### src/rtl/axil_kg_master_if.sv
// AXI4-Lite channel bundle between the Kugelblitz initiator and its register-file slave.
interface axil_kg_master_if #(
  parameter int unsigned ADDR_WIDTH = 16,
  parameter int unsigned DATA_WIDTH = 32
);
  localparam int unsigned STRB_WIDTH = DATA_WIDTH / 8;

  logic [ADDR_WIDTH-1:0] awaddr;
  logic [2:0]            awprot;
  logic                  awvalid;
  logic                  awready;
  logic [DATA_WIDTH-1:0] wdata;
  logic [STRB_WIDTH-1:0] wstrb;
  logic                  wvalid;
  logic                  wready;
  logic [1:0]            bresp;
  logic                  bvalid;
  logic                  bready;
  logic [ADDR_WIDTH-1:0] araddr;
  logic [2:0]            arprot;
  logic                  arvalid;
  logic                  arready;
  logic [DATA_WIDTH-1:0] rdata;
  logic [1:0]            rresp;
  logic                  rvalid;
  logic                  rready;

  modport master (
    output awaddr, awprot, awvalid, input awready,
    output wdata, wstrb, wvalid, input wready,
    input  bresp, bvalid, output bready,
    output araddr, arprot, arvalid, input arready,
    input  rdata, rresp, rvalid, output rready
  );

  modport slave (
    input  awaddr, awprot, awvalid, output awready,
    input  wdata, wstrb, wvalid, output wready,
    output bresp, bvalid, input bready,
    input  araddr, arprot, arvalid, output arready,
    output rdata, rresp, rvalid, input rready
  );
endinterface

### src/rtl/axil_kg_master.sv
// Single-outstanding AXI4-Lite initiator: command/response port in, AXI4-Lite master out.
// Define AXIL_KG_MASTER_READBACK_EN to follow every OKAY write with a compare read of the same address.
module axil_kg_master #(
  parameter int unsigned DATA_WIDTH = 32,
  parameter int unsigned ADDR_WIDTH = 16,
  parameter int unsigned STRB_WIDTH = DATA_WIDTH / 8
) (
  input  logic                  clk,
  input  logic                  rst,
  input  logic [ADDR_WIDTH-1:0] cmd_addr,
  input  logic [DATA_WIDTH-1:0] cmd_data,
  input  logic [STRB_WIDTH-1:0] cmd_strb,
  input  logic                  cmd_write,
  input  logic                  cmd_valid,
  output logic                  cmd_ready,
  output logic [DATA_WIDTH-1:0] rsp_data,
  output logic [1:0]            rsp_resp,
  output logic                  rsp_mismatch,
  output logic                  rsp_valid,
  input  logic                  rsp_ready,
  output logic                  busy,
  axil_kg_master_if.master      m_axil
);

  typedef enum logic [2:0] {
    S_IDLE,
    S_WR,
    S_WB,
    S_RB_AR,
    S_RB_R,
    S_RD_AR,
    S_RD_R,
    S_RSP
  } state_t;

  state_t state;

  assign m_axil.awprot = 3'b000;
  assign m_axil.arprot = 3'b000;

`ifdef AXIL_KG_MASTER_READBACK_EN
  logic [ADDR_WIDTH-1:0] addr_q;
  logic [DATA_WIDTH-1:0] data_q;
  logic [STRB_WIDTH-1:0] strb_q;
  logic [DATA_WIDTH-1:0] byte_mask;

  // Expand the latched strobes to a bit mask so only written bytes are compared.
  always_comb begin
    byte_mask = '0;
    for (int i = 0; i < int'(STRB_WIDTH); i++) begin
      byte_mask[i*8 +: 8] = {8{strb_q[i]}};
    end
  end
`endif

  always_ff @(posedge clk) begin
    if (rst) begin
      state          <= S_IDLE;
      cmd_ready      <= 1'b1;
      busy           <= 1'b0;
      rsp_valid      <= 1'b0;
      rsp_data       <= '0;
      rsp_resp       <= 2'b00;
      rsp_mismatch   <= 1'b0;
      m_axil.awaddr  <= '0;
      m_axil.awvalid <= 1'b0;
      m_axil.wdata   <= '0;
      m_axil.wstrb   <= '0;
      m_axil.wvalid  <= 1'b0;
      m_axil.bready  <= 1'b0;
      m_axil.araddr  <= '0;
      m_axil.arvalid <= 1'b0;
      m_axil.rready  <= 1'b0;
`ifdef AXIL_KG_MASTER_READBACK_EN
      addr_q         <= '0;
      data_q         <= '0;
      strb_q         <= '0;
`endif
    end else begin
      case (state)
        S_IDLE: begin
          if (cmd_valid && cmd_ready) begin
            cmd_ready <= 1'b0;
            busy      <= 1'b1;
`ifdef AXIL_KG_MASTER_READBACK_EN
            addr_q    <= cmd_addr;
            data_q    <= cmd_data;
            strb_q    <= cmd_strb;
`endif
            if (cmd_write) begin
              m_axil.awaddr  <= cmd_addr;
              m_axil.wdata   <= cmd_data;
              m_axil.wstrb   <= cmd_strb;
              m_axil.awvalid <= 1'b1;
              m_axil.wvalid  <= 1'b1;
              state          <= S_WR;
            end else begin
              m_axil.araddr  <= cmd_addr;
              m_axil.arvalid <= 1'b1;
              state          <= S_RD_AR;
            end
          end
        end

        // AW and W retire independently; a dropped valid marks its channel done.
        S_WR: begin
          if (m_axil.awready) m_axil.awvalid <= 1'b0;
          if (m_axil.wready)  m_axil.wvalid  <= 1'b0;
          if ((!m_axil.awvalid || m_axil.awready) && (!m_axil.wvalid || m_axil.wready)) begin
            m_axil.bready <= 1'b1;
            state         <= S_WB;
          end
        end

        S_WB: begin
          if (m_axil.bvalid) begin
            m_axil.bready <= 1'b0;
`ifdef AXIL_KG_MASTER_READBACK_EN
            if (m_axil.bresp == 2'b00) begin
              m_axil.araddr  <= addr_q;
              m_axil.arvalid <= 1'b1;
              state          <= S_RB_AR;
            end else begin
              rsp_resp  <= m_axil.bresp;
              rsp_data  <= '0;
              rsp_valid <= 1'b1;
              state     <= S_RSP;
            end
`else
            rsp_resp  <= m_axil.bresp;
            rsp_data  <= '0;
            rsp_valid <= 1'b1;
            state     <= S_RSP;
`endif
          end
        end

`ifdef AXIL_KG_MASTER_READBACK_EN
        S_RB_AR: begin
          if (m_axil.arready) begin
            m_axil.arvalid <= 1'b0;
            m_axil.rready  <= 1'b1;
            state          <= S_RB_R;
          end
        end

        // bresp was OKAY to get here, so the read response decides rsp_resp.
        S_RB_R: begin
          if (m_axil.rvalid) begin
            m_axil.rready <= 1'b0;
            rsp_data      <= m_axil.rdata;
            rsp_resp      <= m_axil.rresp;
            rsp_mismatch  <= |((m_axil.rdata ^ data_q) & byte_mask);
            rsp_valid     <= 1'b1;
            state         <= S_RSP;
          end
        end
`endif

        S_RD_AR: begin
          if (m_axil.arready) begin
            m_axil.arvalid <= 1'b0;
            m_axil.rready  <= 1'b1;
            state          <= S_RD_R;
          end
        end

        S_RD_R: begin
          if (m_axil.rvalid) begin
            m_axil.rready <= 1'b0;
            rsp_data      <= m_axil.rdata;
            rsp_resp      <= m_axil.rresp;
            rsp_valid     <= 1'b1;
            state         <= S_RSP;
          end
        end

        S_RSP: begin
          if (rsp_ready) begin
            rsp_valid    <= 1'b0;
            rsp_data     <= '0;
            rsp_resp     <= 2'b00;
            rsp_mismatch <= 1'b0;
            busy         <= 1'b0;
            cmd_ready    <= 1'b1;
            state        <= S_IDLE;
          end
        end

        default: begin
          state <= S_IDLE;
        end
      endcase
    end
  end

endmodule

### src/flat_wrapper.sv
// flat-port wrapper written by rule: the top's interface ports become plain ports
module axil_kg_master_flat 
#(
  parameter int unsigned DATA_WIDTH = 32,
  parameter int unsigned ADDR_WIDTH = 16,
  parameter int unsigned STRB_WIDTH = DATA_WIDTH / 8
)
  (clk, rst, cmd_addr, cmd_data, cmd_strb, cmd_write, cmd_valid, cmd_ready, rsp_data, rsp_resp, rsp_mismatch, rsp_valid, rsp_ready, busy, m_axil_awaddr, m_axil_awprot, m_axil_awvalid, m_axil_awready, m_axil_wdata, m_axil_wstrb, m_axil_wvalid, m_axil_wready, m_axil_bresp, m_axil_bvalid, m_axil_bready, m_axil_araddr, m_axil_arprot, m_axil_arvalid, m_axil_arready, m_axil_rdata, m_axil_rresp, m_axil_rvalid, m_axil_rready);
  axil_kg_master_if #(.ADDR_WIDTH(ADDR_WIDTH), .DATA_WIDTH(DATA_WIDTH)) m_axil_i ();
  input  logic clk;
  input  logic rst;
  input  logic [ADDR_WIDTH-1:0] cmd_addr;
  input  logic [DATA_WIDTH-1:0] cmd_data;
  input  logic [STRB_WIDTH-1:0] cmd_strb;
  input  logic cmd_write;
  input  logic cmd_valid;
  output logic cmd_ready;
  output logic [DATA_WIDTH-1:0] rsp_data;
  output logic [1:0] rsp_resp;
  output logic rsp_mismatch;
  output logic rsp_valid;
  input  logic rsp_ready;
  output logic busy;
  output wire logic [$bits(m_axil_i.awaddr)-1:0] m_axil_awaddr;
  output wire logic [$bits(m_axil_i.awprot)-1:0] m_axil_awprot;
  output wire logic [$bits(m_axil_i.awvalid)-1:0] m_axil_awvalid;
  input wire logic [$bits(m_axil_i.awready)-1:0] m_axil_awready;
  output wire logic [$bits(m_axil_i.wdata)-1:0] m_axil_wdata;
  output wire logic [$bits(m_axil_i.wstrb)-1:0] m_axil_wstrb;
  output wire logic [$bits(m_axil_i.wvalid)-1:0] m_axil_wvalid;
  input wire logic [$bits(m_axil_i.wready)-1:0] m_axil_wready;
  input wire logic [$bits(m_axil_i.bresp)-1:0] m_axil_bresp;
  input wire logic [$bits(m_axil_i.bvalid)-1:0] m_axil_bvalid;
  output wire logic [$bits(m_axil_i.bready)-1:0] m_axil_bready;
  output wire logic [$bits(m_axil_i.araddr)-1:0] m_axil_araddr;
  output wire logic [$bits(m_axil_i.arprot)-1:0] m_axil_arprot;
  output wire logic [$bits(m_axil_i.arvalid)-1:0] m_axil_arvalid;
  input wire logic [$bits(m_axil_i.arready)-1:0] m_axil_arready;
  input wire logic [$bits(m_axil_i.rdata)-1:0] m_axil_rdata;
  input wire logic [$bits(m_axil_i.rresp)-1:0] m_axil_rresp;
  input wire logic [$bits(m_axil_i.rvalid)-1:0] m_axil_rvalid;
  output wire logic [$bits(m_axil_i.rready)-1:0] m_axil_rready;
  assign m_axil_awaddr = m_axil_i.awaddr;
  assign m_axil_awprot = m_axil_i.awprot;
  assign m_axil_awvalid = m_axil_i.awvalid;
  assign m_axil_i.awready = m_axil_awready;
  assign m_axil_wdata = m_axil_i.wdata;
  assign m_axil_wstrb = m_axil_i.wstrb;
  assign m_axil_wvalid = m_axil_i.wvalid;
  assign m_axil_i.wready = m_axil_wready;
  assign m_axil_i.bresp = m_axil_bresp;
  assign m_axil_i.bvalid = m_axil_bvalid;
  assign m_axil_bready = m_axil_i.bready;
  assign m_axil_araddr = m_axil_i.araddr;
  assign m_axil_arprot = m_axil_i.arprot;
  assign m_axil_arvalid = m_axil_i.arvalid;
  assign m_axil_i.arready = m_axil_arready;
  assign m_axil_i.rdata = m_axil_rdata;
  assign m_axil_i.rresp = m_axil_rresp;
  assign m_axil_i.rvalid = m_axil_rvalid;
  assign m_axil_rready = m_axil_i.rready;
  axil_kg_master #(.DATA_WIDTH(DATA_WIDTH), .ADDR_WIDTH(ADDR_WIDTH), .STRB_WIDTH(STRB_WIDTH)) u_core (.clk(clk), .rst(rst), .cmd_addr(cmd_addr), .cmd_data(cmd_data), .cmd_strb(cmd_strb), .cmd_write(cmd_write), .cmd_valid(cmd_valid), .cmd_ready(cmd_ready), .rsp_data(rsp_data), .rsp_resp(rsp_resp), .rsp_mismatch(rsp_mismatch), .rsp_valid(rsp_valid), .rsp_ready(rsp_ready), .busy(busy), .m_axil(m_axil_i));
endmodule
### config.mk
export PLATFORM = sky130hd
export DESIGN_NAME = axil_kg_master_flat
export DESIGN_NICKNAME = d
export VERILOG_FILES = /design/src/rtl/axil_kg_master_if.sv /design/src/rtl/axil_kg_master.sv /design/src/flat_wrapper.sv
export SDC_FILE = /design/constraint.sdc
export NUM_CORES = 1
export LEC_CHECK = 0
export ABC_AREA = 0
export BUFFER_PORTS_ARGS = -buffer_cell sky130_fd_sc_hd__buf_2
export CORE_AREA = 2 2 110 112
export CTS_CLUSTER_DIAMETER = 100
export DETAILED_ROUTE_END_ITERATION = 10
export DIE_AREA = 0 0 112 114
export PLACE_DENSITY = 0.83
export SYNTH_ARGS = -nofsm -noshare
export SYNTH_HDL_FRONTEND = slang
export SYNTH_SLANG_ARGS = --single-unit
### constraint.sdc
create_clock -name clk -period 1.7 [get_ports clk]
set_clock_uncertainty 0.1 [all_clocks]
set_input_delay 0.34 -clock clk [delete_from_list [all_inputs] [get_ports clk]]
set_output_delay 0.34 -clock clk [all_outputs]
set_load 0.005 [all_outputs]
Yosys cells after proc, flatten, opt, wreduce, memory -nomap -nowiden
Index checks and enable logic that the tools add are counted.
Widths: inputs -> output; s select.
{"block": "word_totals", "reg_bits": 113, "output_inout_bits": 117, "in_bits": 98, "wordCells": 95}
{"block": "classes", "n_reduce_logical": 23, "bitwise": 1, "muxes": 41, "n_eq_ne": 15}
{"cell": "$mux 32", "count": 3}
{"cell": "$pmux 32 s3", "count": 1}
{"cell": "$mux 3", "count": 7}
{"cell": "$pmux 3 s6", "count": 1}
{"cell": "$mux 1", "count": 17}
{"cell": "$ne 2x2->1 const B", "count": 8}
{"cell": "$reduce_and 4->1", "count": 4}
{"cell": "$reduce_and 3->1", "count": 5}
{"cell": "$pmux 1 s2", "count": 7}
{"cell": "$reduce_bool 2->1", "count": 5}
{"cell": "$eq 3x3->1 const B", "count": 3}
{"cell": "$mux 2", "count": 3}
{"cell": "$pmux 2 s3", "count": 1}
{"cell": "$reduce_and 6->1", "count": 1}
{"cell": "$ne 2x1->1 const B", "count": 2}
{"cell": "$eq 3x1->1 const B", "count": 1}
{"cell": "$eq 3x2->1 const B", "count": 1}
{"cell": "$logic_not 3->1", "count": 1}
{"cell": "$pmux 1 s3", "count": 1}
{"cell": "$reduce_bool 3->1", "count": 1}
{"cell": "$logic_and 1x1->1", "count": 2}
{"cell": "$logic_not 1->1", "count": 2}
{"cell": "$logic_or 1x1->1", "count": 2}
{"cell": "$not 1->1", "count": 1}

Depth between registers and ports, before layout
{"block": "logic_depth", "ltp_word": 5, "ltp_mapped": 7, "depth_no_buf": 4}

Worst setup path after synthesis
OpenSTA, ideal clock, no wires.
{"block": "synth_path", "path_kind": "reg-to-reg", "startpoint": "register u_core.state[0]", "endpoint": "register u_core.rsp_resp[0]", "stages_incl_launch_ff": 6, "t_arrival_ns": 1.428, "n_path_buf": 1, "path_slack_ns": 0.051, "period_less_slack_ns": 1.649, "t_required_ns": 1.479, "setup_time_ns": 0.121, "path_cell_list": "dfxtp_1 -> mux2_2 -> a22oi_1 -> nand2b_1 -> buf_4 -> mux2_2"}
{"block": "synth_via", "elab_chain_cells": 3, "word_cells_on_any_way": 9, "classes_between": "6 x eq/ne; 1 x mux; 2 x reduce/logical"}
{"item": "start: declaration", "line_no": "axil_kg_master.sv:36", "text": "state_t state;"}
{"item": "start signal: assignment", "line_no": "axil_kg_master.sv:58", "text": "state <= S_IDLE;"}
{"item": "start signal: assignment", "line_no": "axil_kg_master.sv:96", "text": "state <= S_WR;"}
{"item": "start signal: assignment", "line_no": "axil_kg_master.sv:100", "text": "state <= S_RD_AR;"}
{"item": "$eq 3x2->1 / $eq 3x3->1 (equally long branches)", "line_no": "axil_kg_master.sv:80", "text": "case (state)"}
{"item": "$ne 2x2->1 (no source line) / $reduce_bool 3->1 (equally long branches)"}
{"item": "$reduce_and 4->1 (no source line)"}
{"item": "end signal: assignment", "line_no": "axil_kg_master.sv:130", "text": "rsp_resp <= m_axil.bresp;"}
{"item": "end signal: assignment", "line_no": "axil_kg_master.sv:172", "text": "rsp_resp <= m_axil.rresp;"}
{"item": "end: declaration", "line_no": "axil_kg_master.sv:17", "text": "output logic [1:0] rsp_resp,"}
Parallel ways exist; a longest one is shown, timed or not.
A chain may end at the register's enable or synchronous reset.

Worst setup path in the final report
{"block": "layout_path", "startpoint": "register u_core.state[0]", "endpoint": "register u_core.m_axil.araddr[6]"}
{"block": "layout_via", "elab_chain_cells": 2}
{"item": "$logic_not 3->1", "line_no": "axil_kg_master.sv:80"}
{"item": "$reduce_and 3->1 (no source line)"}
{"item": "end signal: assignment", "line_no": "axil_kg_master.sv:98", "text": "m_axil.araddr <= cmd_addr;"}
{"item": "end: declaration", "line_no": "axil_kg_master_if.sv:32", "text": "output araddr, arprot, arvalid, input arready,"}
Every way passes these cells.

==> impl_results.md <==
- Synth Area in Simple Gates: 22.2%
- Post-Place Cell Area: 0.00574 mm^2
- Setup crit end kind: flop
- Clock Pin Slew Worst Setup and Hold Paths: 0.05 ns
- Asr flop ratio synth: 0%
- Synth top area cells: dfxtp_1 50%, nand2_1 12%, mux2i_1 11%, a21oi_1 6.8%, nand2b_1 4.6%
- Tmin final: 1.71 ns
- Die H: 114 um
- Vias in the first global route: 3928
- Via count: 4207
- DPL Wire Length: 8.39 mm
- Yosys Warn Count: 0
- Remaining DRCs: 0
- WS Path Type: flop to flop
- Overall routing resource usage: 18.5%
- Port-buffer cells: 207
- Finish-stage setup viols: 1
- Post-synth EDFFs: 0
- Post-Place Worst Slack: -0.0418 ns
- Routed WL: 12.4 mm
- GP Congestion: 0.806
- Worst Path Max Fanout: 5
- Fin. Hold Viols: 0
- Run status: complete, but fails checks
- Largest net degree at the start of global routing: 40
- Syn Area/Cell: 8.73 um^2
- Largest family of logic cells by synthesized area: simple AND/OR/NAND/NOR gates
- Setup slack after layout: -0.00869 ns
- HP Class: input port to flop
- Distinct cells, synth: 37
- Drt first pass iters: 4
- Mapped Cells: 515
- Most numerous cell in the Yosys netlist: nand2_1
- RSZ-0062 raised after global routing: true
- Starting Density: 38.4%
- Layout cells sized above 1: 38.3%
- Period utilization: 101%
- Die Area: 0.0128 mm^2
- Starting DRT DRC Count: 215
- CTS buffer count: 17
- Post-synth top area share: 50.3%
- Max-Cap Viols: 0
- Mux share of post-synthesis cell area: 11.7%
- Synthesized area: 0.00450 mm^2
- VDD IR max: 0.717 mV
- Total power: 7450 uW
- Xor and xnor fraction of the mapped netlist area: 0%
- Final nets: 832
- # clock sinks: 113
- Synth Area in Compound Gates: 9.29%
- Post-synth top cells: 145 x nand2_1, 113 x dfxtp_1, 61 x a21oi_1
- Leakage: 0.00311 uW
- Root Driver: clkbuf_16
- Failing checks: setup timing
- Pwr dens: 1150 mW/mm^2
- Cell taking the most area after synthesis: dfxtp_1
- Setup TNS: -0.00869 ns
- CP max stage delay: 0.33 ns
- CTS hold repair buffers: 0
- Top FF cell, synth: dfxtp_1
- WL/cell: 13.9 um
- Worst EP arrival: 1.89 ns
- DR vias/cell: 4.72
- H-tree depth: 4
- Design Area, Final: 0.00648 mm^2
- Skew-Pair Late Insertion Delay: 0.41 ns
- First-pass GRT wire length: 18.7 mm
- Adder-cell area share of the yosys netlist: 0%
- Clk buf depth: 2
- I/O pin cnt: 215
- Antenna violations before repair: 0
- CP max stage cell: dfxtp_2
- Critical-path cell list: buf_6 -> and4bb_2 -> and3_4 -> buf_12 -> mux2i_4 -> nor2_2
- Ant diodes: 0
- Core Rows: 40
- CTS tree: yes
- Grt ovf: 0
- Core box area: 0.0117 mm^2
- Crit start category: flop
- Slew Viols, Final: 0
- Sequential share of the synthesized area: 50.3%
- FILL cells: 1041
- ANT nets after route: 0
- Area growth from synthesis to layout: 44.0%
- Achievable Freq: 585 MHz
- Required time of the critical path: 1.88 ns
- Yosys reg bits: 113
- Die X: 112 um
-- registers in the layout, indices dropped and copies added, names as in the netlist, 2 cells and up --
| signal | cells |
|---|---|
| u_core.m_axil.araddr | 16 |
| u_core.m_axil.awaddr | 16 |
| u_core.m_axil.wdata | 32 |
| u_core.m_axil.wstrb | 4 |
| u_core.rsp_data | 32 |
| u_core.rsp_resp | 2 |
| u_core.state | 3 |
-- cell families (layout without fill, tap and decap cells) --
group	Yosys count	count (layout)
DFF	113	113
AOI/OAI and AO/OA	77	77
other	1	7
and+or+nand+nor	223	223
muxes	52	52
buffers and inverters	49	272
-- worst paths after layout --
kind | start | endpoint | slack (ns) | depth (start not counted)
worst min-delay path | m_axil_wready | u_core.m_axil.wvalid | 0.03 | 2
worst max register to register | u_core.state[0] | u_core.m_axil.araddr[6] | -0.009 | 6
worst max-delay path | u_core.state[0] | u_core.m_axil.araddr[6] | -0.009 | 6
worst min register to register | u_core.m_axil.wdata[16] | u_core.m_axil.wdata[16] | 0.35 | 2
-- area by class of cell --
class                   count  area (um^2)  area share, %
clock buffers              23          488           7.53
inverters                   3         11.3          0.174
multi-input cells         359         2040           31.5
flip-flops and latches    113         2260           35.0
clock inverters             6         57.6          0.888
well taps                 147          184           2.84
repair buffers            240         1440           22.2
-- cells in the final DEF, fill, tap and decap left out, types with 2 or more instances in the layout --
cell type	n
buf_12	5
buf_2	206
conb_1	7
and3_4	2
clkbuf_8	4
nor2_1	21
a22oi_1	2
buf_6	3
mux2_2	3
a31oi_1	3
clkbuf_1	2
mux2i_4	2
clkinv_2	4
dfxtp_1	111
inv_1	2
a21oi_1	60
nand2_1	145
buf_16	2
o21ai_0	4
nand4b_1	2
nor3b_1	2
nand2b_1	32
buf_4	22
dfxtp_2	2
clkbuf_16	19
nor2b_1	6
nor3_1	2
mux2i_1	46
-- power breakdown --
group | internal (uW) | leakage [uW] | switching (uW)
registers | 2820 | 0.000917 | 95.7
clock network | 2120 | 0.000271 | 1140
logic | 640 | 0.00192 | 631
-- worst max-delay path: cells and delay by family, from the launching register on --
family / cells / cell delay (ns)
mux: 1 / 0.23
flops: 1 / 0.33
buf+inv: 2 / 0.27
simple gates: 3 / 0.65
-- timing repair --
item | CTS | global route
gates cloned | 2 | 2
endpoints found under the setup margin | 52 | 54
resized for setup | 7 | 13
pin swaps | 2 | 4
buffers inserted | 2 | 1
-- layer usage --
layer / routed length (um) / up-vias / global-route usage, % / part of all wire (%)
li1: - / 2121 / - / -
met1: 5170 / 1935 / 20.5 / 42
met2: 6200 / 128 / 32.4 / 50
met3: 717 / 23 / 6.00 / 5.8
met4: 256 / 0 / 8.46 / 2.1
met5: 0 / - / 0 / 0
-- metrics by stage --
| stage | cells | util (%) | hold slack (ns) |
|---|---|---|---|
| 2_1_floorplan | 521 | - | 0.336 |
| 3_3_place_gp | 855 | 49.0 | 0.329 |
| 3_5_place_dp | 855 | 49.0 | 0.337 |
| 4_1_cts | 888 | 54.4 | 0.0116 |
| 5_1_grt | 891 | 55.3 | 0.0315 |
| 6_report | 891 | 55.3 | 0.0335 |
(Power assumes the default switching activity.)
